<file path="config.mk">
export PLATFORM = sky130hd
export DESIGN_NAME = seq_restoring_divider_flat
export DESIGN_NICKNAME = d
export VERILOG_FILES = /design/src/rtl/seq_restoring_divider_pkg.sv /design/src/rtl/seq_restoring_divider_if.sv /design/src/rtl/seq_restoring_divider_step.sv /design/src/rtl/seq_restoring_divider.sv /design/src/flat_wrapper.sv
export SDC_FILE = /design/constraint.sdc
export NUM_CORES = 1
export LEC_CHECK = 0
export ABC_AREA = 1
export CORE_MARGIN = 5
export CORE_UTILIZATION = 50
export CTS_CLUSTER_DIAMETER = 30
export DETAILED_ROUTE_END_ITERATION = 7
export PLACE_DENSITY_LB_ADDON = 0.05
export SKIP_LAST_GASP = 1
export SLEW_MARGIN = 20
export SYNTH_ARGS = -nofsm -noshare
export SYNTH_HDL_FRONTEND = slang
export SYNTH_SLANG_ARGS = --single-unit
</file>
<file path="constraint.sdc">
create_clock -name clk -period 2.9 [get_ports clk]
set_input_delay 0.87 -clock clk [delete_from_list [all_inputs] [get_ports clk]]
set_output_delay 0.87 -clock clk [all_outputs]
set_load 0.1 [all_outputs]
</file>
<file path="src/rtl/seq_restoring_divider_pkg.sv">
// seq_restoring_divider_pkg: shared FSM encoding, default width and counter sizing for the divider
package seq_restoring_divider_pkg;
  localparam int WIDTH_DEF = 4;
  typedef enum logic [1:0] {IDLE, RUN, DONE} state_t;
  function automatic int cnt_bits(input int width);
    return $clog2(width + 1);
  endfunction
endpackage

</file>
<file path="src/rtl/seq_restoring_divider_if.sv">
// seq_restoring_divider_if: operand and result valid/ready channels of the divider
interface seq_restoring_divider_if
  import seq_restoring_divider_pkg::*;
#(
  parameter int WIDTH = WIDTH_DEF
);
  logic               in_valid;
  logic               in_ready;
  logic [2*WIDTH-1:0] dividend;
  logic [WIDTH-1:0]   divisor;
  logic               out_valid;
  logic               out_ready;
  logic [WIDTH-1:0]   quotient;
  logic [WIDTH-1:0]   remainder;
  logic               ovf;
  modport master (
    output in_valid, dividend, divisor, out_ready,
    input  in_ready, out_valid, quotient, remainder, ovf
  );
  modport slave (
    input  in_valid, dividend, divisor, out_ready,
    output in_ready, out_valid, quotient, remainder, ovf
  );
endinterface

</file>
<file path="src/rtl/seq_restoring_divider_step.sv">
// seq_restoring_divider_step: one restoring step, shift in a dividend bit, trial-subtract, restore on borrow
module seq_restoring_divider_step #(
  parameter int WIDTH = 4
) (
  input  logic [WIDTH-1:0] r,
  input  logic             q_msb,
  input  logic [WIDTH-1:0] d,
  output logic [WIDTH-1:0] r_nx,
  output logic             qbit
);
  logic [WIDTH:0]   t;
  logic [WIDTH:0]   db;
  logic [WIDTH+1:0] c;
  logic [WIDTH-1:0] s;
  assign t    = {r, q_msb};
  assign db   = ~{1'b0, d};
  assign c[0] = 1'b1;
  // t - d as t + ~d + 1 through a full-adder ripple; carry-out high means no borrow
  for (genvar i = 0; i <= WIDTH; i++) begin : g_carry
    assign c[i+1] = (t[i] & db[i]) | (c[i] & (t[i] ^ db[i]));
  end
  for (genvar i = 0; i < WIDTH; i++) begin : g_sum
    assign s[i] = t[i] ^ db[i] ^ c[i];
  end
  assign qbit = c[WIDTH+1];
  assign r_nx = qbit ? s : t[WIDTH-1:0];
endmodule

</file>
<file path="src/rtl/seq_restoring_divider.sv">
// seq_restoring_divider: iterative restoring divider, 2W-bit by W-bit, one quotient bit per clock
// Define FAST_OVF_EN to finish overflowing divisions at the accepting edge instead of after W steps.
module seq_restoring_divider
  import seq_restoring_divider_pkg::*;
#(
  parameter int WIDTH = WIDTH_DEF
) (
  input logic clk,
  input logic rst_n,
  seq_restoring_divider_if.slave bus
);
  localparam int CW = cnt_bits(WIDTH);
  state_t           state, state_nx;
  logic [WIDTH-1:0] r, r_nx, q, d, hi;
  logic [CW-1:0]    cnt;
  logic             ovf_r, rdy, qbit, accept, ovf_in, fast_ovf;
  assign hi     = bus.dividend[2*WIDTH-1:WIDTH];
  assign ovf_in = hi >= bus.divisor;
  assign accept = bus.in_valid & rdy;
`ifdef FAST_OVF_EN
  assign fast_ovf = ovf_in;
`else
  assign fast_ovf = 1'b0;
`endif
  seq_restoring_divider_step #(.WIDTH(WIDTH)) u_step (
    .r     (r),
    .q_msb (q[WIDTH-1]),
    .d     (d),
    .r_nx  (r_nx),
    .qbit  (qbit)
  );
  always_comb begin
    state_nx = state;
    unique case (state)
      IDLE:    if (accept) state_nx = fast_ovf ? DONE : RUN;
      RUN:     if (cnt == CW'(1)) state_nx = DONE;
      DONE:    if (bus.out_ready) state_nx = IDLE;
      default: state_nx = IDLE;
    endcase
  end
  always_ff @(posedge clk or negedge rst_n) begin
    if (!rst_n) begin
      state <= IDLE;
      rdy   <= 1'b0;
      r     <= '0;
      q     <= '0;
      d     <= '0;
      cnt   <= '0;
      ovf_r <= 1'b0;
    end else begin
      state <= state_nx;
      rdy   <= state_nx == IDLE;
      if (accept) begin
        d     <= bus.divisor;
        r     <= hi;
        q     <= bus.dividend[WIDTH-1:0];
        cnt   <= CW'(WIDTH);
        ovf_r <= ovf_in;
      end else if (state == RUN) begin
        cnt <= cnt - 1'b1;
        // an overflowing division freezes q so it still holds the low dividend half at DONE
        if (!ovf_r) begin
          r <= r_nx;
          q <= {q[WIDTH-2:0], qbit};
        end
      end
    end
  end
  assign bus.in_ready  = rdy;
  assign bus.out_valid = state == DONE;
  assign bus.quotient  = state != DONE ? '0 : ovf_r ? '1 : q;
  assign bus.remainder = state != DONE ? '0 : ovf_r ? q : r;
  assign bus.ovf       = (state == DONE) & ovf_r;
endmodule

</file>
<file path="src/flat_wrapper.sv">
// flat-port wrapper written by rule: the top's interface ports become plain ports
module seq_restoring_divider_flat import seq_restoring_divider_pkg::*;
#(
  parameter int WIDTH = WIDTH_DEF
)
  (clk, rst_n, bus_in_valid, bus_dividend, bus_divisor, bus_out_ready, bus_in_ready, bus_out_valid, bus_quotient, bus_remainder, bus_ovf);
  seq_restoring_divider_if #(.WIDTH(WIDTH)) bus_i ();
  input logic clk;
  input logic rst_n;
  input wire logic [$bits(bus_i.in_valid)-1:0] bus_in_valid;
  input wire logic [$bits(bus_i.dividend)-1:0] bus_dividend;
  input wire logic [$bits(bus_i.divisor)-1:0] bus_divisor;
  input wire logic [$bits(bus_i.out_ready)-1:0] bus_out_ready;
  output wire logic [$bits(bus_i.in_ready)-1:0] bus_in_ready;
  output wire logic [$bits(bus_i.out_valid)-1:0] bus_out_valid;
  output wire logic [$bits(bus_i.quotient)-1:0] bus_quotient;
  output wire logic [$bits(bus_i.remainder)-1:0] bus_remainder;
  output wire logic [$bits(bus_i.ovf)-1:0] bus_ovf;
  assign bus_i.in_valid = bus_in_valid;
  assign bus_i.dividend = bus_dividend;
  assign bus_i.divisor = bus_divisor;
  assign bus_i.out_ready = bus_out_ready;
  assign bus_in_ready = bus_i.in_ready;
  assign bus_out_valid = bus_i.out_valid;
  assign bus_quotient = bus_i.quotient;
  assign bus_remainder = bus_i.remainder;
  assign bus_ovf = bus_i.ovf;
  seq_restoring_divider #(.WIDTH(WIDTH)) u_core (.clk(clk), .rst_n(rst_n), .bus(bus_i));
endmodule
</file>
; ---- Word-level counts from Yosys, hierarchy flattened
; Index checks and enable logic that the tools add are counted.
[totals]
mem_bits_rw = 0
mem_bits_ro = 0
out_inout_bits = 11
register_bits = 19
wordCells = 61
input_bits = 16
n_memories = 0
latch_bits = 0
[op_classes]
n_reduce_logical = 4
n_shift = 0
mul = 0
order_cmp = 1
n_mux = 17
eq_ne = 5
bitwise_logic = 26
n_addsub = 1
div = 0
[ops]
columns = operator, count
row1 = 4-bit 2-to-1 mux, 11
row2 = 1-bit bitwise AND, 11
row3 = 1-bit XOR, 8
row4 = 2-bit 2-to-1 mux, 3
row5 = 3-bit 2-to-1 mux, 2
row6 = 2-bit one-hot mux with 3 select lines, 1
row7 = 4-bit inverter with 5-bit output, 1
row8 = 1-bit OR, 5
row9 = 4-bit >= comparator, 1
row10 = 2-bit logical NOT, 2
row11 = "2-bit inequality test, second input constant", 2
row12 = "3-bit by 1-bit == test with 1-bit output, second input constant", 1
row13 = "3-bit by 1-bit subtractor with 3-bit output, second input constant", 1
row14 = "2-bit by 1-bit == test with 1-bit output, second input constant", 1
row15 = "2-bit == test, second input constant", 1
row16 = 2-bit AND reduction, 1
row17 = 2-bit nonzero test, 1
row18 = 1-bit inverter, 1

; ---- Depth between registers and ports, before layout
[depth]
word_depth = 15
mapped_depth = 14
mapped_depth_nobuf = 14

; ---- By module
; From an unflattened synthesis, not the netlist that was laid out.
[unflattened]
hier_cells = 165
area_unflattened_um2 = 1253.7
[by_module_without_submodules]
columns = module, cells_each, area_per_inst_um2, n_inst, seq_area_each_um2
row1 = seq_restoring_divider, 138, 1087.3, 1, 475.5
row2 = seq_restoring_divider_step, 27, 166.4, 1, 0.0

; ---- Worst setup path before layout
; Ideal clock, no wire load.
[synth_path]
kind = reg2out
start = register u_core.state[0]
end = output bus_remainder[0]
stages_incl_launch_ff = 6
setup_slack_ps = -870
t_arrival_ps = 2900
path_buffers = 0
required_time_ps = 2030
cell_sequence = dfrtp_1 -> inv_1 -> nand2_1 -> inv_1 -> o21ai_0 -> a21oi_1
[synth_between]
elab_chain_len = 2
[synth_lines]
columns = element, line_no
row1 = "start, declared", seq_restoring_divider.sv:13  ; state_t state, state_nx;
row2 = "start signal, assigned", seq_restoring_divider.sv:51  ; state <= state_nx;
row3 = 2-bit inequality test, seq_restoring_divider.sv:72  ; assign bus.remainder = state != DONE ? '0 : ovf_r ? q : r;
row4 = 4-bit 2-to-1 mux, seq_restoring_divider.sv:72
row5 = "end, declared", flat_wrapper.sv:17  ; output wire logic [$bits(bus_i.remainder)-1:0] bus_remainder;
; Every way passes these cells.

; ---- Worst setup path in the final report
[layout_path]
start = register u_core.ovf_r
end = output bus_quotient[1]
[layout_between]
elab_chain_len = 2
[layout_lines]
columns = element, line_no
row1 = "start, declared", seq_restoring_divider.sv:16  ; logic ovf_r, rdy, qbit, accept, ovf_in, fast_ovf;
row2 = "start signal, assigned", seq_restoring_divider.sv:58  ; ovf_r <= ovf_in;
row3 = 4-bit 2-to-1 mux (2 in series), seq_restoring_divider.sv:71  ; assign bus.quotient = state != DONE ? '0 : ovf_r ? '1 : q;
row4 = "end, declared", flat_wrapper.sv:16  ; output wire logic [$bits(bus_i.quotient)-1:0] bus_quotient;
; Every way passes these cells.

==> impl_metrics.toml <==
[floorplanning]
core_um2 = 2430
dieHeight_um = 59.8
ioPinCount = 27
start_util_pct = 50.9
fp.dieW_um = 59.8
die_area_um2 = 3570
rows = 18

[routing]
remaining_drc_errors = 0
drt-wirelength-per-cell_um = 12.7
routed_wl_um = 2790
num_vias = 1096
firstDrtPassIters = 4
drt_iter0_drc = 52
vias_per_cell = 5.00
postRouteAntennaNets = 0

[yosys]
seq_area_frac_synth_pct = 38.4
yosys-top-cells-count = "nand2_1, inv_1, dfrtp_1, a21oi_1, o21ai_0"
ys_seq_elements = 19
avgSynthCellArea_um2 = 7.64
netlist_top_cells_area = "dfrtp_1, nand2_1, inv_1"
ys_types = 23
syn_area_um2 = 1240
ys_warn_count = 0
synth_top_area_cell = "dfrtp_1"
synth_top_area_share_pct = 38.4
yosysMostFrequentCell = "nand2_1"
synth_fp_nets = 188
ys.flop_type = "dfrtp_1"
synth_edf_count = 0
synthCells = 162
synth-async-reset-ratio_pct = 100

[clock_network]
clock_latency_ns = 0.30
cts_tree = "yes"
path_clk_slew_ns = 0.11
ctsRootBufferMaster = "clkbuf_4"
numCtsBuffers = 3
clock-sinks = 19
clockBufferDepth = 2
cts.repair.resized = 0
cts_setup_buffers = 0
h-tree-depth = 1
hold_buffers = 0

[placement]
place.gp.congestion = 0.814
io_buffers = 26
pre_cts_slack_ns = 0.374
place_area_um2 = 1640
dp.cells = 215
dp_hpwl_um = 2200

[worst_hold_path]
hp-class = "reg -> reg"

[worst_setup_path]
startpoint_type = "flop"
crit_chain = "inv_1, a21oi_1, buf_12"
required_ns = 2.03
cp.arrival_ns = 1.77
worst_path_largest_cell_delay_ns = 0.74
crit_type = "reg -> out"
end_kind = "output pin"
cpMaxStageDelayCell = "dfrtp_1"
path_max_fanout = 10

[timing]
maxSlewViolCount = 0
tightestPinTransition_ns = 0.594
rsz0062_at_grt = "no"
fmax_mhz = 378
fin_crit_sh_pct = 91.1
period_needed_ns = 2.64
setup_slack_ns = 0.257
finalHoldViolations = 0
timing.slew.headroom_pct = 60.4
finalSetupViolations = 0
hold_ws_ns = 0.498
fin_skew_ns = 0.0102

[cells_and_area]
fin_util_pct = 68.5
area_delta_synth_final_pct = 34.6
drive_gt1_share_pct = 15.9
fillCellCount = 202
finalNetCount = 216
postLayoutCellArea_um2 = 1670
diodes = 0
finalNonFillerCells = 219
area.sequential_um2 = 475
multi_input_area_um2 = 644

[global_routing]
grt_util_met3_pct = 2.81
grt-busiest-layer = "met2"
grtUsageMet1_pct = 21.7
antenna_found_initial = 0
grt_overflow_total = 0
grt_max_degree = 21
use_met2_pct = 29.2
grt_first_pass_wirelength_um = 4600
grt_pass1_vias = 1049
grt_usage_pct = 17.2

[run_status]
outcome = "finished clean"

[power]
power_density_nw_per_um2 = 1020
power.leakage_nw = 0.825
peakVddDrop_mv = 0.685

[flow_run]
cap_violations = 0
==> worst max-delay path: cells and delay by family (launching register included) <==
kind | cells | cell delay (ns)
flip-flops | 1 | 0.74
AO/OA/AOI/OAI | 1 | 0.29
buffers and inverters | 2 | 0.43
==> cell usage in the layout, fill, tap and decap left out, drive strengths merged <==
| master | synthesis | layout |
|---|---|---|
| clkdlybuf4s50 | 0 | 15 |
| nor2 | 8 | 8 |
| clkinv | 0 | 1 |
| clkinvlp | 0 | 1 |
| a21oi | 10 | 10 |
| inv | 31 | 30 |
| buf | 4 | 12 |
| fa | 3 | 3 |
| or2 | 1 | 1 |
| o22ai | 1 | 1 |
| dfrtp | 19 | 19 |
| clkbuf | 0 | 3 |
| nand4 | 1 | 1 |
| nand2 | 50 | 50 |
| nand3 | 8 | 8 |
| o31ai | 1 | 1 |
| ha | 7 | 7 |
| o21ai | 18 | 18 |
==> power breakdown <==
group          leakage [nW]  total (W)  switching (W)  internal [W]
combinational         0.574    0.00104       0.000697      0.000348
clock                0.0177   0.000135      0.0000837     0.0000515
sequential            0.234   0.000515       0.000120      0.000395
total                 0.825    0.00169       0.000901      0.000794
==> per-stage QoR <==
stage / total power, W / TNS [ns]
4_1_cts: 0.00170 / 0
6_report: 0.00169 / 0
5_1_grt: 0.00186 / 0
3_3_place_gp: 0.00152 / 0
3_5_place_dp: 0.00156 / 0
2_1_floorplan: 0.00131 / -0.569
==> flip-flops by register name, summed over array words and instances, names as in the netlist <==
name / flops
u_core.d: 4
u_core.q: 4
u_core.r: 4
u_core.cnt: 3
u_core.state: 2
u_core.bus.in_ready: 1
u_core.ovf_r: 1
==> kinds of logic after synthesis <==
kind of cell / share of synthesized area (%)
AND/OR/NAND/NOR: 23.5
flip-flops: 38.4
buffers and inverters: 13.1
adder cells (fa/ha/maj): 11.9
AO/OA/AOI/OAI: 13.0
==> path summary, 6_finish.rpt <==
kind                                from         endpoint  slack, ns  cells past startpoint
max                         u_core.ovf_r  bus_quotient[1]       0.26                      3
min in group asynchronous          rst_n  u_core.state[0]       0.89                      2
max in group asynchronous          rst_n      u_core.r[1]       1.80                      2
min reg2reg                u_core.cnt[2]    u_core.cnt[2]       0.50                      1
max reg2reg                  u_core.q[3]      u_core.r[3]       0.31                     13
min                        u_core.cnt[2]    u_core.cnt[2]       0.50                      1
==> final cells by class <==
cell class | instances | area share (%)
clock buffers | 3 | 1.35
clock inverters | 1 | 0.301
inverters | 31 | 7.66
multi-input cells | 108 | 38.7
flip-flops and latches | 19 | 28.5
well taps | 30 | 2.25
repair buffers | 27 | 21.2
==> layer usage <==
layer	wire [um]	part of all wire, %	vias to the layer above
li1	-	-	560
met2	1360	49	41
met3	198	7.1	9
met5	0	0	-
met4	66	2.4	0
met1	1160	42	486
No activity file was read; power rests on OpenSTA's default activity.
